==> src/rtl/l2_resp_poll.sv <==
// L2 response poller: clocks filler bytes through the SPI PHY after an L3
// command and hands the first non-filler byte to the response checker.
module l2_resp_poll #(
    parameter int unsigned POLL_MAX  = 16,
    parameter logic [7:0]  FILL_BYTE = 8'hFF
) (
    input  logic       clk,
    input  logic       rst,
    input  logic       pin_l2_clr,
    input  logic       l3_en,
    input  logic       l3_cmd_done,
    output logic       tx_vld,
    output logic [7:0] tx_data,
    input  logic       tx_rdy,
    input  logic [7:0] rx_data,
    input  logic       rx_vld,
    output logic [7:0] resp,
    output logic       resp_vld,
    input  logic       resp_rdy,
    output logic       err_timeout,
    output logic [7:0] poll_cnt
);

    localparam logic [7:0] MAX_B = 8'(POLL_MAX);

    typedef enum logic [5:0] {
        S_IDLE = 6'b000001,
        S_SEND = 6'b000010,
        S_WAIT = 6'b000100,
        S_PRES = 6'b001000,
        S_HOLD = 6'b010000,
        S_TOUT = 6'b100000
    } state_t;

    state_t     r_state;
    logic [7:0] r_resp;
    logic [7:0] r_poll_cnt;
    logic       r_tx_vld;
    logic       r_resp_vld;
    logic       r_err;

    logic       w_is_fill;
    logic       w_sat;
    logic       w_last;
    logic [7:0] w_cnt_inc;
    logic [7:0] w_cnt_next;

    assign w_is_fill  = (rx_data == FILL_BYTE);
    assign w_sat      = (r_poll_cnt >= MAX_B);
    assign w_cnt_inc  = r_poll_cnt + 8'd1;
    assign w_cnt_next = w_sat ? MAX_B : w_cnt_inc;
    assign w_last     = w_sat || (w_cnt_inc == MAX_B);

    // Outputs are registered alongside the state so nothing leaks
    // combinationally from inputs.
    always_ff @(posedge clk or posedge rst) begin
        if (rst) begin
            r_state    <= S_IDLE;
            r_resp     <= '0;
            r_poll_cnt <= '0;
            r_tx_vld   <= 1'b0;
            r_resp_vld <= 1'b0;
            r_err      <= 1'b0;
        end else if (pin_l2_clr) begin
            r_state    <= S_IDLE;
            r_resp     <= '0;
            r_poll_cnt <= '0;
            r_tx_vld   <= 1'b0;
            r_resp_vld <= 1'b0;
            r_err      <= 1'b0;
        end else begin
            case (r_state)
                S_IDLE: begin
                    if (l3_en) begin
                        r_state    <= S_SEND;
                        r_tx_vld   <= 1'b1;
                        r_poll_cnt <= '0;
                    end
                end
                S_SEND: begin
                    if (l3_cmd_done) begin
                        r_state  <= S_IDLE;
                        r_tx_vld <= 1'b0;
                    end else if (tx_rdy) begin
                        r_state  <= S_WAIT;
                        r_tx_vld <= 1'b0;
                    end
                end
                S_WAIT: begin
                    if (l3_cmd_done) begin
                        r_state <= S_IDLE;
                    end else if (rx_vld) begin
                        if (w_is_fill) begin
                            r_poll_cnt <= w_cnt_next;
                            if (w_last) begin
                                r_state <= S_TOUT;
                                r_err   <= 1'b1;
                            end else begin
                                r_state  <= S_SEND;
                                r_tx_vld <= 1'b1;
                            end
                        end else begin
                            r_resp     <= rx_data;
                            r_state    <= S_PRES;
                            r_resp_vld <= 1'b1;
                        end
                    end
                end
                S_PRES: begin
                    if (l3_cmd_done) begin
                        r_state    <= S_IDLE;
                        r_resp_vld <= 1'b0;
                    end else if (resp_rdy) begin
                        r_state    <= S_HOLD;
                        r_resp_vld <= 1'b0;
                    end
                end
                S_HOLD: begin
                    if (l3_cmd_done) begin
                        r_state <= S_IDLE;
                    end
                end
                S_TOUT: begin
                    if (l3_cmd_done) begin
                        r_state <= S_IDLE;
                        r_err   <= 1'b0;
                    end
                end
                default: begin
                    r_state    <= S_IDLE;
                    r_tx_vld   <= 1'b0;
                    r_resp_vld <= 1'b0;
                    r_err      <= 1'b0;
                end
            endcase
        end
    end

    assign tx_vld      = r_tx_vld;
    assign tx_data     = FILL_BYTE;
    assign resp        = r_resp;
    assign resp_vld    = r_resp_vld;
    assign err_timeout = r_err;
    assign poll_cnt    = r_poll_cnt;

endmodule
==> config.mk <==
export PLATFORM = sky130hd
export DESIGN_NAME = l2_resp_poll
export DESIGN_NICKNAME = d
export VERILOG_FILES = /design/src/rtl/l2_resp_poll.sv
export SDC_FILE = /design/constraint.sdc
export NUM_CORES = 1
export LEC_CHECK = 0
export CAP_MARGIN = 20
export CORE_MARGIN = 2
export CORE_UTILIZATION = 51
export DETAILED_ROUTE_END_ITERATION = 8
export PLACE_DENSITY = 0.85
export SETUP_SLACK_MARGIN = 0.1
export SLEW_MARGIN = 0
export SYNTH_ARGS = -nofsm -noshare
export SYNTH_HDL_FRONTEND = slang
export SYNTH_SLANG_ARGS = --single-unit
==> constraint.sdc <==
create_clock -name clk -period 5.17 [get_ports clk]
set_clock_uncertainty 0.1 [all_clocks]
set_input_delay 0.7755 -clock clk [delete_from_list [all_inputs] [get_ports clk]]
set_output_delay 0.7755 -clock clk [all_outputs]
set_load 0.1 [all_outputs]
Word level (Yosys, flattened, before mapping). Index checks and enable logic that the tools add are counted.

Add/sub/neg operators: 1. Order comparisons: 1. Eq/ne operators: 25. Multiplexer cells: 47. Reduce and logical (&&, ||, !) cells: 14.

Operators with widths (count): $mux 8 (11); $mux 6 (11); $pmux 6 s5 (1); $ne 3x3->1 const B (8); $mux 1 (20); $pmux 8 s2 (1); $reduce_and 5->1 (3); $ne 4x4->1 const B (3); $add 8x1->8 const B (1); $eq 8x5->1 const B (1); $eq 8x8->1 const B (1); $ge 8x5->1 const B (1); $reduce_or 4->1 (2); $reduce_and 7->1 (1); $eq 6x1->1 const B (1); $eq 6x2->1 const B (1); $eq 6x3->1 const B (1); $eq 6x4->1 const B (1); $eq 6x5->1 const B (1); $eq 6x6->1 const B (1); $ne 2x1->1 const B (3); $pmux 1 s3 (2); $reduce_and 6->1 (1); $ne 2x2->1 const B (2); 8 further kinds (9).

Register bits after elaboration: 25. Input bits: 16. Output and inout port bits: 27. Logic and storage cells: 94.

Logic depth before layout (Yosys ltp). Gate-level depths: netlist of run 1.

Depth after elaboration: 9. Mapped depth: 7. Depth with buffers taken out: 5.

Worst setup path before layout of run 1. No wires, ideal clock.

Path kind: flip-flop to flip-flop. Start point: register r_poll_cnt[4], in the netlist poll_cnt[4]. End point: register r_err, in the netlist err_timeout. Library setup time: 125 ps. Arrival time: 1983 ps. Data required time: 4945 ps. Slack: 2962 ps. Stages on the path, launching flop included: 6. Buffers on the path: 0. Period minus slack after synthesis: 2208 ps. Cells stage by stage: dfrtp_1 -> or4_1 -> a31oi_1 -> nand2b_1 -> nor2_1 -> o22a_1.

Cells in the longest elaborated chain, start to end: 5. Elaborated cells on any way between the ends: 6. Those cells by class: add/sub: 1; order compare: 1; eq/ne: 2; reduce/logical: 2.

Ends and longest elaborated chain: start, declared (line 37) `logic [7:0] r_poll_cnt;`; start signal, assigned (line 94) `r_poll_cnt <= w_cnt_next;`; $add 8x1->8 (line 50) `assign w_cnt_inc = r_poll_cnt + 8'd1;`; $eq 8x5->1 (line 52) `assign w_last = w_sat || (w_cnt_inc == MAX_B);`; $logic_or 1x1->1 * (line 52); $ne 3x3->1 (no line) *; $reduce_and 6->1 (no line) *; end signal, assigned (line 63) `r_err <= 1'b0;`; end signal, assigned (line 70) `r_err <= 1'b0;`; end signal, assigned (line 97) `r_err <= 1'b1;`; end, declared (line 40) `logic r_err;`.

Every way passes the cells marked *; elsewhere a longest branch is shown, timed or not. A chain may end at the register's enable or synchronous reset.

Worst setup path in the final report of run 1.
Start point: input l3_cmd_done. End point: register r_poll_cnt[3], in the netlist poll_cnt[3].

Cells in the longest elaborated chain, start to end: 2.

Ends and longest elaborated chain: start, declared (line 11) `input logic l3_cmd_done,`; $ne 3x3->1 (no line); $reduce_and 5->1 (no line).

Every way passes these cells.

==> results of run 1 <==
==> cell usage after synthesis, types with 5 or more instances <==
cell type / instances / area, um2
sky130_fd_sc_hd__nor2_1: 11 / 41.29
sky130_fd_sc_hd__nand2_1: 9 / 33.78
sky130_fd_sc_hd__nand2b_1: 5 / 31.28
sky130_fd_sc_hd__buf_4: 8 / 60.06
sky130_fd_sc_hd__inv_1: 5 / 18.77
sky130_fd_sc_hd__a22o_1: 8 / 70.07
sky130_fd_sc_hd__and2_1: 5 / 31.28
sky130_fd_sc_hd__nor3_1: 6 / 30.03
sky130_fd_sc_hd__a31oi_1: 5 / 31.28
sky130_fd_sc_hd__dfrtp_1: 24 / 600.6
sky130_fd_sc_hd__a21oi_1: 5 / 25.02
sky130_fd_sc_hd__o21ai_0: 9 / 45.04
==> final cells by class <==
type | count | area share [%]
multi-input combinational | 116 | 42.40
sequential | 25 | 34.32
timing repair buffer | 34 | 18.63
tap | 31 | 2.123
clock buffer | 3 | 1.233
inverter | 5 | 1.027
clock inverter | 1 | 0.2740
==> sequential cells by signal, summed over array words and instances, names as in the netlist <==
signal and flops:
r_state 6, err_timeout 1, resp 8, poll_cnt 8
resp_vld 1, tx_vld 1
==> final timing paths <==
kind	start	end	slack, ns
min in group asynchronous	rst	resp[5]$_DFFE_PP0P_	0.83
min	resp[0]$_DFFE_PP0P_	resp[0]$_DFFE_PP0P_	0.42
min reg2reg	resp[0]$_DFFE_PP0P_	resp[0]$_DFFE_PP0P_	0.42
max	l3_cmd_done	poll_cnt[3]$_DFFE_PP0P_	2.29
max reg2reg	r_state[1]$_DFFE_PP0P_	poll_cnt[3]$_DFFE_PP0P_	2.66
max in group asynchronous	rst	poll_cnt[1]$_DFFE_PP0P_	3.56
==> cell families (layout without fill, tap and decap cells) <==
group	after synthesis	count (layout)	synth area share [%]
and+or+nand+nor	59	59	23.65
muxes	1	1	0.9989
DFF	25	25	41.72
xor gates and xnor gates	2	2	1.166
adders and majority gates	2	2	1.665
AOI/OAI and AO/OA	44	44	22.07
other	1	8	0.2496
buffers and inverters	20	43	8.493
==> worst max-delay path: cells and delay by family <==
family / cells / cell delay (ns)
buffers and inverters: 1 / 0.62
AOI/OAI and AO/OA: 2 / 1.06
and+or+nand+nor: 3 / 0.54
==> per-stage QoR <==
stage | instances | total power [mW] | hold WS (ns)
6_report | 215 | 0.5228 | 0.4234
5_1_grt | 215 | 0.5491 | 0.4444
4_1_cts | 215 | 0.5226 | 0.4308
3_5_place_dp | 211 | 0.4329 | 0.3900
3_3_place_gp | 211 | 0.4286 | 0.3799
2_1_floorplan | 161 | 0.4009 | 0.5466
==> routing by layer <==
| layer | vias to the layer above | share of wire [%] | GRT usage, % |
|---|---|---|---|
| met5 | - | 0 | 0 |
| met4 | 0 | 1.4 | 5.648 |
| met3 | 6 | 4.4 | 4.911 |
| met2 | 36 | 48 | 33.71 |
| met1 | 641 | 46 | 29.99 |
| li1 | 613 | - | - |
==> where the power goes <==
part	internal (mW)	switching, mW
Clock	0.0291	0.0610
Sequential	0.209	0.0286
Combinational	0.0665	0.129
Total	0.305	0.218
==> impl_results.html, run 1 <==
<table>
<tr><th>Metric</th><th>Value</th></tr>
<tr><th colspan="2">Floorplan</th></tr>
<tr><td>Total Die Area</td><td>3397 um2</td></tr>
<tr><td>Starting density of the core</td><td>54.03%</td></tr>
<tr><td>Cell row count</td><td>19</td></tr>
<tr><td>DIE WIDTH</td><td>58.28 um</td></tr>
<tr><td>Die outline height</td><td>58.28 um</td></tr>
<tr><td>Core outline area</td><td>2781 um2</td></tr>
<tr><td>Ports</td><td>43</td></tr>
<tr><th colspan="2">Hold path</th></tr>
<tr><td>Hold Path Cell Cnt</td><td>1</td></tr>
<tr><td>Class of the tightest hold or removal check</td><td>reg -&gt; reg</td></tr>
<tr><th colspan="2">Detailed routing</th></tr>
<tr><td>Total via count in the routed design</td><td>1296</td></tr>
<tr><td>Number of iterations in the first detailed-routing pass</td><td>4</td></tr>
<tr><td>Via density</td><td>6.028</td></tr>
<tr><td>WL per Instance</td><td>15.78 um</td></tr>
<tr><td>Detailed-route wire length</td><td>3392 um</td></tr>
<tr><td>Number of nets with antenna violations after detailed routing</td><td>0</td></tr>
<tr><td>DRC errors left</td><td>0</td></tr>
<tr><td>First DRT Iteration DRCs</td><td>112</td></tr>
<tr><th colspan="2">Timing</th></tr>
<tr><td>Worst slew margin relative to its limit</td><td>24.95%</td></tr>
<tr><td>Number of max-slew violations in the final report</td><td>0</td></tr>
<tr><td>Shortest period the worst path allows</td><td>2.882 ns</td></tr>
<tr><td>Transition time of the tightest slew-check pin</td><td>1.126 ns</td></tr>
<tr><td>Number of setup violations in the final report</td><td>0</td></tr>
<tr><td>Minimum setup slack in the final design</td><td>2.288 ns</td></tr>
<tr><td>Highest clock rate</td><td>347.0 MHz</td></tr>
<tr><td>Number of hold violations in the final report</td><td>0</td></tr>
<tr><td>Post-route fraction of the period consumed by the critical path</td><td>55.75%</td></tr>
<tr><td>Setup repair after global routing missed its margin</td><td>false</td></tr>
<tr><td>Fin Setup TNS</td><td>0 ns</td></tr>
<tr><th colspan="2">Finish</th></tr>
<tr><td>Highest-count cells in the layout ignoring fill and taps</td><td>sky130_fd_sc_hd__clkdlybuf4s50_1, sky130_fd_sc_hd__dfrtp_1, sky130_fd_sc_hd__nor2_1</td></tr>
<tr><td>Area Overhead vs Synth</td><td>21.57%</td></tr>
<tr><td>Final Net Count</td><td>203</td></tr>
<tr><td>Fraction of final layout cells sized beyond drive strength 1</td><td>8.152%</td></tr>
<tr><td>Diodes inserted</td><td>0</td></tr>
<tr><td>Number of filler instances in the final layout</td><td>225</td></tr>
<tr><td>Sequential Area</td><td>626.9 um2</td></tr>
<tr><td>Most common library cell in the layout ignoring fill and taps</td><td>sky130_fd_sc_hd__clkdlybuf4s50_1</td></tr>
<tr><td>Area of combinational cells with multiple inputs</td><td>774.5 um2</td></tr>
<tr><td>Design Area, Final</td><td>1827 um2</td></tr>
<tr><td>Utilization after layout</td><td>65.68%</td></tr>
<tr><th colspan="2">Worst setup path</th></tr>
<tr><td>Crit Path Class</td><td>in -&gt; reg</td></tr>
<tr><td>Type of destination of the critical path</td><td>flop</td></tr>
<tr><td>Cell-by-cell trace of the critical path</td><td>clkdlybuf4s50_1, nand2b_1, nor3_1, a221oi_1, nand2b_1, o22ai_1</td></tr>
<tr><td>Critical path's largest stage delay</td><td>0.96 ns</td></tr>
<tr><td>Highest-delay cell along the critical path</td><td>sky130_fd_sc_hd__a221oi_1</td></tr>
<tr><td>Required time at the worst-slack endpoint</td><td>5.28 ns</td></tr>
<tr><td>Most common cell type on the critical path</td><td>sky130_fd_sc_hd__nand2b_1</td></tr>
<tr><td>Worst Path Max Fanout</td><td>11</td></tr>
<tr><td>Worst endpoint data arrival time</td><td>2.99 ns</td></tr>
<tr><td>Reg2reg path depth</td><td>5</td></tr>
<tr><td>Startpoint type of the worst setup path</td><td>input port</td></tr>
<tr><th colspan="2">Power</th></tr>
<tr><td>VDD IR-drop max</td><td>0.2879 mV</td></tr>
<tr><td>Power Density</td><td>286.2 nW/um2</td></tr>
<tr><td>Pleak</td><td>0.7497 nW</td></tr>
<tr><th colspan="2">Placement</th></tr>
<tr><td>Cell area after placement</td><td>1799 um2</td></tr>
<tr><td>GP Congestion</td><td>0.9096</td></tr>
<tr><td>Worst slack at placement</td><td>1.977 ns</td></tr>
<tr><td># port buffers</td><td>34</td></tr>
<tr><td>HPWL after detailed placement</td><td>2502 um</td></tr>
<tr><th colspan="2">Yosys</th></tr>
<tr><td>Gate count after technology mapping</td><td>154</td></tr>
<tr><td>Average size of a mapped cell</td><td>9.758 um2</td></tr>
<tr><td>Yosys warning total</td><td>0</td></tr>
<tr><td>Count of distinct cell types in the synthesized netlist</td><td>49</td></tr>
<tr><td>Number of synthesized flops with an enable pin</td><td>0</td></tr>
<tr><td>Flops &amp; latches, synth</td><td>25</td></tr>
<tr><td>Netlist area before placement</td><td>1503 um2</td></tr>
<tr><td>Async set or reset register ratio after synthesis</td><td>100.0%</td></tr>
<tr><td>Most common flop cell mapped by yosys</td><td>sky130_fd_sc_hd__dfrtp_1</td></tr>
<tr><td>Sequential cell area fraction in the yosys report</td><td>41.72%</td></tr>
<tr><th colspan="2">Clock tree</th></tr>
<tr><td>Number of CTS-inserted buffers</td><td>3</td></tr>
<tr><td>Total of hold buffers inserted after clock tree synthesis</td><td>0</td></tr>
<tr><td>Total of cells resized after clock tree synthesis</td><td>0</td></tr>
<tr><td>Maximum clock insertion buffer count</td><td>2</td></tr>
<tr><td>TritonCTS clock tree</td><td>built</td></tr>
<tr><td>Register clock-pin slew on the reported worst setup and hold paths</td><td>0.13 ns</td></tr>
<tr><td>Post-CTS setup buffers</td><td>0</td></tr>
<tr><td>CTS Root Buffer Type</td><td>sky130_fd_sc_hd__clkbuf_4</td></tr>
<tr><td>TritonCTS sink count</td><td>25</td></tr>
<tr><td>Depth of the CTS H-tree</td><td>1</td></tr>
<tr><td>Skew-Pair Late Insertion Delay</td><td>0.34 ns</td></tr>
<tr><th colspan="2">Global routing</th></tr>
<tr><td>Via count of the first global-routing pass</td><td>1205</td></tr>
<tr><td>Largest net degree at the start of global routing</td><td>26</td></tr>
<tr><td>Wire length of the first global-routing pass</td><td>5630 um</td></tr>
<tr><td>Leftover overflow at the end of global routing</td><td>0</td></tr>
<tr><td>Global-route usage over all layers</td><td>21.48%</td></tr>
<tr><td>Initial antenna violation count</td><td>0</td></tr>
<tr><th colspan="2">Status</th></tr>
<tr><td>Outcome</td><td>completed</td></tr>
<tr><th colspan="2">Run</th></tr>
<tr><td>Max-cap violations</td><td>0</td></tr>
</table>
No activity file was read; power rests on OpenSTA's default activity.
==> run 2, diff against run 1 <==
--- a/config.mk
+++ b/config.mk
@@ -7,9 +7,9 @@
 export LEC_CHECK = 0
 export CAP_MARGIN = 20
 export CORE_MARGIN = 2
-export CORE_UTILIZATION = 51
+export CORE_UTILIZATION = 47
 export DETAILED_ROUTE_END_ITERATION = 8
-export PLACE_DENSITY = 0.85
+export PLACE_DENSITY = 0.79
 export SETUP_SLACK_MARGIN = 0.1
 export SLEW_MARGIN = 0
 export SYNTH_ARGS = -nofsm -noshare
==> constraint.sdc (replaced) <==
create_clock -name clk -period 2.7 [get_ports clk]
set_clock_uncertainty 0.1 [all_clocks]
set_input_delay 0.405 -clock clk [delete_from_list [all_inputs] [get_ports clk]]
set_output_delay 0.405 -clock clk [all_outputs]
set_load 0.1 [all_outputs]
==> run 2 against run 1 <==
Compared with the run above:
- total power is 93% higher
- combinational power is 96% higher
- global-route usage is 0.82 points lower
- first-iteration DRC count is 64% lower
- clock-buffer cell count is 1 higher
- die area is 7.9% higher
- critical path type is now reg -> reg
- critical endpoint is now resp[3]$_DFFE_PP0P_
- largest power group unchanged
==> impl_results.html, run 2 (synthesis gave the netlist of run 1 again) <==
<table>
<tr><th>Metric</th><th>Value</th></tr>
<tr><th colspan="2">Global routing</th></tr>
<tr><td>Global-route usage over all layers</td><td>20.66% (was 21.48%)</td></tr>
<tr><td>Initial antenna violation count</td><td>0 (unchanged)</td></tr>
<tr><td>Wire length of the first global-routing pass</td><td>5699 um (was 5630 um)</td></tr>
<tr><td>Leftover overflow at the end of global routing</td><td>0 (unchanged)</td></tr>
<tr><td>Via count of the first global-routing pass</td><td>1215 (was 1205)</td></tr>
<tr><td>Largest net degree at the start of global routing</td><td>26 (unchanged)</td></tr>
<tr><th colspan="2">Detailed routing</th></tr>
<tr><td>First DRT Iteration DRCs</td><td>40 (was 112)</td></tr>
<tr><td>WL per Instance</td><td>15.13 um (was 15.78 um)</td></tr>
<tr><td>Detailed-route wire length</td><td>3509 um (was 3392 um)</td></tr>
<tr><td>DRC errors left</td><td>0 (unchanged)</td></tr>
<tr><td>Number of iterations in the first detailed-routing pass</td><td>4 (unchanged)</td></tr>
<tr><td>Number of nets with antenna violations after detailed routing</td><td>0 (unchanged)</td></tr>
<tr><td>Via density</td><td>5.664 (was 6.028)</td></tr>
<tr><td>Total via count in the routed design</td><td>1314 (was 1296)</td></tr>
<tr><th colspan="2">Finish</th></tr>
<tr><td>Highest-count cells in the layout ignoring fill and taps</td><td>sky130_fd_sc_hd__dfrtp_1, sky130_fd_sc_hd__buf_4, sky130_fd_sc_hd__clkdlybuf4s50_1 (was sky130_fd_sc_hd__clkdlybuf4s50_1, sky130_fd_sc_hd__dfrtp_1, sky130_fd_sc_hd__nor2_1)</td></tr>
<tr><td>Fraction of final layout cells sized beyond drive strength 1</td><td>19.68% (was 8.152%)</td></tr>
<tr><td>Final Net Count</td><td>207 (was 203)</td></tr>
<tr><td>Most common library cell in the layout ignoring fill and taps</td><td>sky130_fd_sc_hd__dfrtp_1 (was sky130_fd_sc_hd__clkdlybuf4s50_1)</td></tr>
<tr><td>Diodes inserted</td><td>0 (unchanged)</td></tr>
<tr><td>Area Overhead vs Synth</td><td>21.40% (was 21.57%)</td></tr>
<tr><th colspan="2">Worst setup path</th></tr>
<tr><td>Critical path's largest stage delay</td><td>0.57 ns (was 0.96 ns)</td></tr>
<tr><td>Cell-by-cell trace of the critical path</td><td>nor4_4, nand3b_1, nor3_2, a22o_1 (was clkdlybuf4s50_1, nand2b_1, nor3_1, a221oi_1, nand2b_1, o22ai_1)</td></tr>
<tr><td>Worst endpoint data arrival time</td><td>2.33 ns (was 2.99 ns)</td></tr>
<tr><td>Type of destination of the critical path</td><td>flop (unchanged)</td></tr>
<tr><td>Highest-delay cell along the critical path</td><td>sky130_fd_sc_hd__dfrtp_1 (was sky130_fd_sc_hd__a221oi_1)</td></tr>
<tr><td>Startpoint type of the worst setup path</td><td>flop (was input port)</td></tr>
<tr><td>Worst Path Max Fanout</td><td>11 (unchanged)</td></tr>
<tr><td>Required time at the worst-slack endpoint</td><td>2.86 ns (was 5.28 ns)</td></tr>
<tr><td>Crit Path Class</td><td>reg -&gt; reg (was in -&gt; reg)</td></tr>
<tr><th colspan="2">Clock tree</th></tr>
<tr><td>Skew-Pair Late Insertion Delay</td><td>0.32 ns (was 0.34 ns)</td></tr>
<tr><td>CTS Root Buffer Type</td><td>sky130_fd_sc_hd__clkbuf_4 (unchanged)</td></tr>
<tr><td>Register clock-pin slew on the reported worst setup and hold paths</td><td>0.14 ns (was 0.13 ns)</td></tr>
<tr><td>Total of cells resized after clock tree synthesis</td><td>0 (unchanged)</td></tr>
<tr><td>TritonCTS clock tree</td><td>built (unchanged)</td></tr>
<tr><td>Depth of the CTS H-tree</td><td>1 (unchanged)</td></tr>
<tr><td>TritonCTS sink count</td><td>25 (unchanged)</td></tr>
<tr><td>Maximum clock insertion buffer count</td><td>2 (unchanged)</td></tr>
<tr><td>Post-CTS setup buffers</td><td>0 (unchanged)</td></tr>
<tr><td>Number of CTS-inserted buffers</td><td>3 (unchanged)</td></tr>
<tr><td>Total of hold buffers inserted after clock tree synthesis</td><td>0 (unchanged)</td></tr>
<tr><th colspan="2">Floorplan</th></tr>
<tr><td>Cell row count</td><td>20 (was 19)</td></tr>
<tr><td>Die outline height</td><td>60.55 um (was 58.28 um)</td></tr>
<tr><td>Ports</td><td>43 (unchanged)</td></tr>
<tr><td>Starting density of the core</td><td>49.22% (was 54.03%)</td></tr>
<tr><td>DIE WIDTH</td><td>60.55 um (was 58.28 um)</td></tr>
<tr><td>Total Die Area</td><td>3666 um2 (was 3397 um2)</td></tr>
<tr><td>Core outline area</td><td>3053 um2 (was 2781 um2)</td></tr>
<tr><th colspan="2">Status</th></tr>
<tr><td>Outcome</td><td>completed (unchanged)</td></tr>
<tr><th colspan="2">Power</th></tr>
<tr><td>VDD IR-drop max</td><td>0.3677 mV (was 0.2879 mV)</td></tr>
<tr><td>Pleak</td><td>0.8049 nW (was 0.7497 nW)</td></tr>
<tr><td>Power Density</td><td>552.2 nW/um2 (was 286.2 nW/um2)</td></tr>
<tr><th colspan="2">Placement</th></tr>
<tr><td>HPWL after detailed placement</td><td>2676 um (was 2502 um)</td></tr>
<tr><td># port buffers</td><td>34 (unchanged)</td></tr>
<tr><td>GP Congestion</td><td>0.9359 (was 0.9096)</td></tr>
<tr><td>Worst slack at placement</td><td>0.3642 ns (was 1.977 ns)</td></tr>
<tr><th colspan="2">Timing</th></tr>
<tr><td>Worst slew margin relative to its limit</td><td>59.91% (was 24.95%)</td></tr>
<tr><td>Fin Setup TNS</td><td>0 ns (unchanged)</td></tr>
<tr><td>Post-route fraction of the period consumed by the critical path</td><td>80.43%</td></tr>
<tr><td>Minimum setup slack in the final design</td><td>0.5284 ns (was 2.288 ns)</td></tr>
<tr><td>Highest clock rate</td><td>460.5 MHz</td></tr>
<tr><td>Number of max-slew violations in the final report</td><td>0 (unchanged)</td></tr>
<tr><td>Setup repair after global routing missed its margin</td><td>false (unchanged)</td></tr>
<tr><td>Number of hold violations in the final report</td><td>0 (unchanged)</td></tr>
<tr><td>Shortest period the worst path allows</td><td>2.172 ns</td></tr>
<tr><td>Transition time of the tightest slew-check pin</td><td>0.6014 ns (was 1.126 ns)</td></tr>
<tr><td>Number of setup violations in the final report</td><td>0 (unchanged)</td></tr>
<tr><th colspan="2">Run</th></tr>
<tr><td>Max-cap violations</td><td>0 (unchanged)</td></tr>
<tr><th colspan="2">Hold path</th></tr>
<tr><td>Class of the tightest hold or removal check</td><td>in -&gt; async (was reg -&gt; reg)</td></tr>
</table>
[run 2: cell types whose count changed in the layout (fill, tap and decap cells not counted), sizes merged]
cell,delta
buf,+23
clkdlybuf4s50,-19
clkbuf,+1
clkinv,-1
[run 2: per-layer routing]
metal	vias up	part of all wire [%]	global-route usage (%)
met5	-	0	0
met4	0	0.54	3.727
met3	2	6.3	4.691
met2	45	49	34.47
met1	643	45	28.13
li1	624	-	-
[run 2: worst max-delay path, delay by kind of cell (launching register included)]
kind,cells,cell delay [ns]
AO/OA/AOI/OAI,1,0.22
flip-flops,1,0.57
AND/OR/NAND/NOR,3,1.20
[run 2: where the power goes]
part           internal, mW  switching [mW]
registers             0.400          0.0548
clock network        0.0578           0.111
logic                 0.131           0.252
total                 0.589           0.419
[run 2: final cells by class]
type | count | area (um2)
Clock buffer | 4 | 26.28
Fill cell | 288 | 1229
Inverter | 5 | 18.77
Multi-Input combinational cell | 116 | 774.5
Sequential cell | 25 | 626.9
Tap cell | 44 | 55.05
Timing Repair Buffer | 38 | 322.8
[run 2: final timing paths]
path                                          from                 endpoint  slack (ns)  depth (start not counted)
setup / recovery            r_state[4]$_DFFE_PP0P_      resp[3]$_DFFE_PP0P_        0.53                          4
hold reg to reg            err_timeout$_DFFE_PP0P_  err_timeout$_DFFE_PP0P_        0.41                          1
max in group asynchronous                      rst   r_state[0]$_DFFE_PP1P_        1.89                          3
min in group clk           err_timeout$_DFFE_PP0P_  err_timeout$_DFFE_PP0P_        0.41                          1
setup reg to reg            r_state[4]$_DFFE_PP0P_      resp[3]$_DFFE_PP0P_        0.53                          4
hold / removal                                 rst  poll_cnt[4]$_DFFE_PP0P_        0.31                          3
[run 2: through the flow]
stage / cell area (um2) / hold slack (ns) / util, % / power [mW] / cells
finish: 1824 / 0.3122 / 59.75 / 1.007 / 232
global route: 1824 / 0.3378 / 59.75 / 1.056 / 232
CTS: 1824 / 0.3232 / 59.75 / 1.010 / 232
detailed placement: 1798 / 0.3863 / 58.89 / 0.8402 / 228
global placement: 1798 / 0.3767 / 58.89 / 0.8352 / 228
floorplan: 1529 / 0.3316 / - / 0.7676 / 161
==> run 3, diff against run 2 <==
--- a/config.mk
+++ b/config.mk
@@ -7,9 +7,9 @@
 export LEC_CHECK = 0
 export CAP_MARGIN = 20
 export CORE_MARGIN = 2
-export CORE_UTILIZATION = 47
+export CORE_UTILIZATION = 43
 export DETAILED_ROUTE_END_ITERATION = 8
-export PLACE_DENSITY = 0.79
+export PLACE_DENSITY = 0.76
 export SETUP_SLACK_MARGIN = 0.1
 export SLEW_MARGIN = 0
 export SYNTH_ARGS = -nofsm -noshare
==> constraint.sdc (replaced) <==
create_clock -name clk -period 1.9 [get_ports clk]
set_clock_uncertainty 0.1 [all_clocks]
set_input_delay 0.285 -clock clk [delete_from_list [all_inputs] [get_ports clk]]
set_output_delay 0.285 -clock clk [all_outputs]
set_load 0.1 [all_outputs]
==> run 3 against run 2 <==
Compared with the run above:
- clock-buffer cell count down 1
- largest cell class unchanged
- wire length increased by 28%
- maximum frequency grew 8.6%
- register-to-register slack worse by 0.63 ns
- sequential power is 36% higher
- cell count grew 16%
- the run now ends with negative setup slack left
- core utilization rose by 15 points
- via count rose by 15%
==> impl_results.html, run 3 (synthesis gave the netlist of run 1 again) <==
<table>
<tr><th>Metric</th><th>Value</th></tr>
<tr><th colspan="2">Hold path</th></tr>
<tr><td>Class of the tightest hold or removal check</td><td>in -&gt; async (unchanged)</td></tr>
<tr><th colspan="2">Floorplan</th></tr>
<tr><td>Starting density of the core</td><td>45.03% (was 49.22%)</td></tr>
<tr><td>Die outline height</td><td>63.12 um (was 60.55 um)</td></tr>
<tr><td>DIE WIDTH</td><td>63.12 um (was 60.55 um)</td></tr>
<tr><td>Cell row count</td><td>21 (was 20)</td></tr>
<tr><td>Core outline area</td><td>3337 um2 (was 3053 um2)</td></tr>
<tr><td>Ports</td><td>43 (unchanged)</td></tr>
<tr><td>Total Die Area</td><td>3984 um2 (was 3666 um2)</td></tr>
<tr><th colspan="2">Detailed routing</th></tr>
<tr><td>Total via count in the routed design</td><td>1513 (was 1314)</td></tr>
<tr><td>DRC errors left</td><td>0 (unchanged)</td></tr>
<tr><td>Number of nets with antenna violations after detailed routing</td><td>0 (unchanged)</td></tr>
<tr><td>Detailed-route wire length</td><td>4474 um (was 3509 um)</td></tr>
<tr><td>Number of iterations in the first detailed-routing pass</td><td>4 (unchanged)</td></tr>
<tr><td>Via density</td><td>5.604 (was 5.664)</td></tr>
<tr><td>First DRT Iteration DRCs</td><td>101 (was 40)</td></tr>
<tr><td>WL per Instance</td><td>16.57 um (was 15.13 um)</td></tr>
<tr><th colspan="2">Clock tree</th></tr>
<tr><td>Depth of the CTS H-tree</td><td>1 (unchanged)</td></tr>
<tr><td>CTS Root Buffer Type</td><td>sky130_fd_sc_hd__clkbuf_4 (unchanged)</td></tr>
<tr><td>Register clock-pin slew on the reported worst setup and hold paths</td><td>0.15 ns (was 0.14 ns)</td></tr>
<tr><td>Maximum clock insertion buffer count</td><td>2 (unchanged)</td></tr>
<tr><td>TritonCTS sink count</td><td>25 (unchanged)</td></tr>
<tr><td>TritonCTS clock tree</td><td>built (unchanged)</td></tr>
<tr><td>Number of CTS-inserted buffers</td><td>3 (unchanged)</td></tr>
<tr><td>Total of hold buffers inserted after clock tree synthesis</td><td>0 (unchanged)</td></tr>
<tr><td>Skew-Pair Late Insertion Delay</td><td>0.33 ns (was 0.32 ns)</td></tr>
<tr><th colspan="2">Timing</th></tr>
<tr><td>Minimum setup slack in the final design</td><td>-0.09893 ns (was 0.5284 ns)</td></tr>
<tr><td>Number of max-slew violations in the final report</td><td>0 (unchanged)</td></tr>
<tr><td>Fin Setup TNS</td><td>-0.3811 ns (was 0 ns)</td></tr>
<tr><td>Highest clock rate</td><td>500.3 MHz (was 460.5 MHz)</td></tr>
<tr><td>Transition time of the tightest slew-check pin</td><td>0.5190 ns (was 0.6014 ns)</td></tr>
<tr><td>Setup repair after global routing missed its margin</td><td>true (was false)</td></tr>
<tr><td>Post-route fraction of the period consumed by the critical path</td><td>105.2% (was 80.43%)</td></tr>
<tr><td>Post-Route Hold Slack</td><td>0.1748 ns (was 0.3122 ns)</td></tr>
<tr><td>Number of setup violations in the final report</td><td>7 (was 0)</td></tr>
<tr><td>Shortest period the worst path allows</td><td>1.999 ns (was 2.172 ns)</td></tr>
<tr><td>Worst slew margin relative to its limit</td><td>65.24% (was 59.91%)</td></tr>
<tr><td>Number of hold violations in the final report</td><td>0 (unchanged)</td></tr>
<tr><th colspan="2">Finish</th></tr>
<tr><td>Fraction of final layout cells sized beyond drive strength 1</td><td>45.54% (was 19.68%)</td></tr>
<tr><td>Highest-count cells in the layout ignoring fill and taps</td><td>sky130_fd_sc_hd__buf_4, sky130_fd_sc_hd__dfrtp_1, sky130_fd_sc_hd__clkdlybuf4s50_1 (was sky130_fd_sc_hd__dfrtp_1, sky130_fd_sc_hd__buf_4, sky130_fd_sc_hd__clkdlybuf4s50_1)</td></tr>
<tr><td>Non-filler instance count after layout</td><td>270 (was 232)</td></tr>
<tr><td>Final Net Count</td><td>243 (was 207)</td></tr>
<tr><td>Most common library cell in the layout ignoring fill and taps</td><td>sky130_fd_sc_hd__buf_4 (was sky130_fd_sc_hd__dfrtp_1)</td></tr>
<tr><td>Area Overhead vs Synth</td><td>67.03% (was 21.40%)</td></tr>
<tr><td>Utilization after layout</td><td>75.22% (was 59.75%)</td></tr>
<tr><td>Diodes inserted</td><td>0 (unchanged)</td></tr>
<tr><td>Design Area, Final</td><td>2510 um2 (was 1824 um2)</td></tr>
<tr><th colspan="2">Worst setup path</th></tr>
<tr><td>Crit Path Class</td><td>reg -&gt; reg (unchanged)</td></tr>
<tr><td>Required time at the worst-slack endpoint</td><td>2.04 ns (was 2.86 ns)</td></tr>
<tr><td>Worst endpoint data arrival time</td><td>2.13 ns (was 2.33 ns)</td></tr>
<tr><td>Startpoint type of the worst setup path</td><td>flop (unchanged)</td></tr>
<tr><td>Worst Path Max Fanout</td><td>5 (was 11)</td></tr>
<tr><td>Type of destination of the critical path</td><td>flop (unchanged)</td></tr>
<tr><th colspan="2">Power</th></tr>
<tr><td>Sw power</td><td>0.7461 mW (was 0.4186 mW)</td></tr>
<tr><td>Power Density</td><td>726.0 nW/um2 (was 552.2 nW/um2)</td></tr>
<tr><td>Pleak</td><td>1.074 nW (was 0.8049 nW)</td></tr>
<tr><td>Share of total power consumed by net switching</td><td>40.95% (was 41.55%)</td></tr>
<tr><td>Internal power contribution</td><td>1.076 mW (was 0.5887 mW)</td></tr>
<tr><td>VDD IR-drop max</td><td>0.4297 mV (was 0.3677 mV)</td></tr>
<tr><td>Power share of the clock group</td><td>14.0% (was 16.8%)</td></tr>
<tr><td>Final Total Pwr</td><td>1.822 mW (was 1.007 mW)</td></tr>
<tr><td>Sequential share of power</td><td>34.1% (was 45.2%)</td></tr>
<tr><td>Combinational Power Share</td><td>51.9% (was 38.0%)</td></tr>
<tr><th colspan="2">Global routing</th></tr>
<tr><td>Global-route usage over all layers</td><td>20.28% (was 20.66%)</td></tr>
<tr><td>Largest net degree at the start of global routing</td><td>26 (unchanged)</td></tr>
<tr><td>Met1 track demand over resource</td><td>27.85% (was 28.13%)</td></tr>
<tr><td>Met2 track demand over resource in global routing</td><td>33.51% (was 34.47%)</td></tr>
<tr><td>Initial antenna violation count</td><td>0 (unchanged)</td></tr>
<tr><td>Leftover overflow at the end of global routing</td><td>0 (unchanged)</td></tr>
<tr><td>Wire length of the first global-routing pass</td><td>6534 um (was 5699 um)</td></tr>
<tr><td>Layer with the highest usage</td><td>met2 (unchanged)</td></tr>
<tr><td>Via count of the first global-routing pass</td><td>1378 (was 1215)</td></tr>
<tr><td>Met3 usage in global routing</td><td>2.857% (was 4.691%)</td></tr>
<tr><th colspan="2">Placement</th></tr>
<tr><td>HPWL after detailed placement</td><td>2886 um (was 2676 um)</td></tr>
<tr><td>GP Congestion</td><td>0.8964 (was 0.9359)</td></tr>
<tr><td>Worst slack at placement</td><td>-0.1897 ns (was 0.3642 ns)</td></tr>
<tr><td>Number of instances in the placed design</td><td>257 (was 228)</td></tr>
<tr><td>Cell area after placement</td><td>2210 um2 (was 1798 um2)</td></tr>
<tr><td># port buffers</td><td>34 (unchanged)</td></tr>
<tr><th colspan="2">Status</th></tr>
<tr><td>Failing checks</td><td>negative setup slack</td></tr>
<tr><td>Outcome</td><td>finished, violations left (was completed)</td></tr>
<tr><th colspan="2">Run</th></tr>
<tr><td>Max-cap violations</td><td>0 (unchanged)</td></tr>
</table>
-- run 3: changes by cell type in the layout (fill, tap and decap cells not counted), moves of 4 or more --
cell and change:
sky130_fd_sc_hd__buf_12 +14, sky130_fd_sc_hd__dfrtp_1 -8, sky130_fd_sc_hd__o21ai_0 -4, sky130_fd_sc_hd__buf_6 +6
sky130_fd_sc_hd__dfrtp_2 +6, sky130_fd_sc_hd__buf_4 +16, sky130_fd_sc_hd__o21ai_1 +4
-- run 3: worst paths after layout --
kind | from | to | slack (ns) | cells past startpoint
min | rst | poll_cnt[5]$_DFFE_PP0P_ | 0.17 | 3
min in group clk | resp[6]$_DFFE_PP0P_ | resp[6]$_DFFE_PP0P_ | 0.43 | 1
max reg2reg | r_state[0]$_DFFE_PP1P_ | r_state[4]$_DFFE_PP0P_ | -0.1 | 5
max | r_state[0]$_DFFE_PP1P_ | r_state[4]$_DFFE_PP0P_ | -0.1 | 5
max in group asynchronous | rst | r_state[0]$_DFFE_PP1P_ | 1.24 | 3
min reg2reg | resp[6]$_DFFE_PP0P_ | resp[6]$_DFFE_PP0P_ | 0.43 | 1
-- run 3: final cells by class --
cell class / count / area [um2]
inverters: 5 / 18.77
well taps: 46 / 57.56
repair buffers: 74 / 790.8
flip-flops and latches: 25 / 641.9
clock buffers: 3 / 22.52
fillers: 233 / 827.0
clock inverters: 1 / 7.507
multi-input cells: 116 / 970.9
-- run 3: power groups by stage --
stage          logic [mW]  registers, mW  clock network (mW)
6_report            0.946          0.621               0.255
5_1_grt             0.986          0.624               0.282
4_1_cts             0.811          0.619               0.246
3_5_place_dp        0.756          0.625                   0
3_3_place_gp        0.751          0.623                   0
2_1_floorplan       0.409          0.695                   0
-- run 3: timing repair --
action	CTS	global route
pin swaps	14	12
gates resized for setup	8	27
setup buffers	4	5
setup endpoints to repair	23	24
-- run 3: per-layer routing --
metal | vias up | part of all wire, %
met1 | 720 | 40
met5 | - | 0
met4 | 0 | 3.9
met2 | 79 | 50
li1 | 697 | -
met3 | 17 | 6.1
-- run 3: critical path: stages (launching register included) --
cell and delay, ns:
sky130_fd_sc_hd__dfstp_2 0.65, sky130_fd_sc_hd__nor2b_4 0.07, sky130_fd_sc_hd__o311ai_4 0.30, sky130_fd_sc_hd__o21ai_2 0.10
sky130_fd_sc_hd__o31a_4 0.38, sky130_fd_sc_hd__mux2_4 0.30
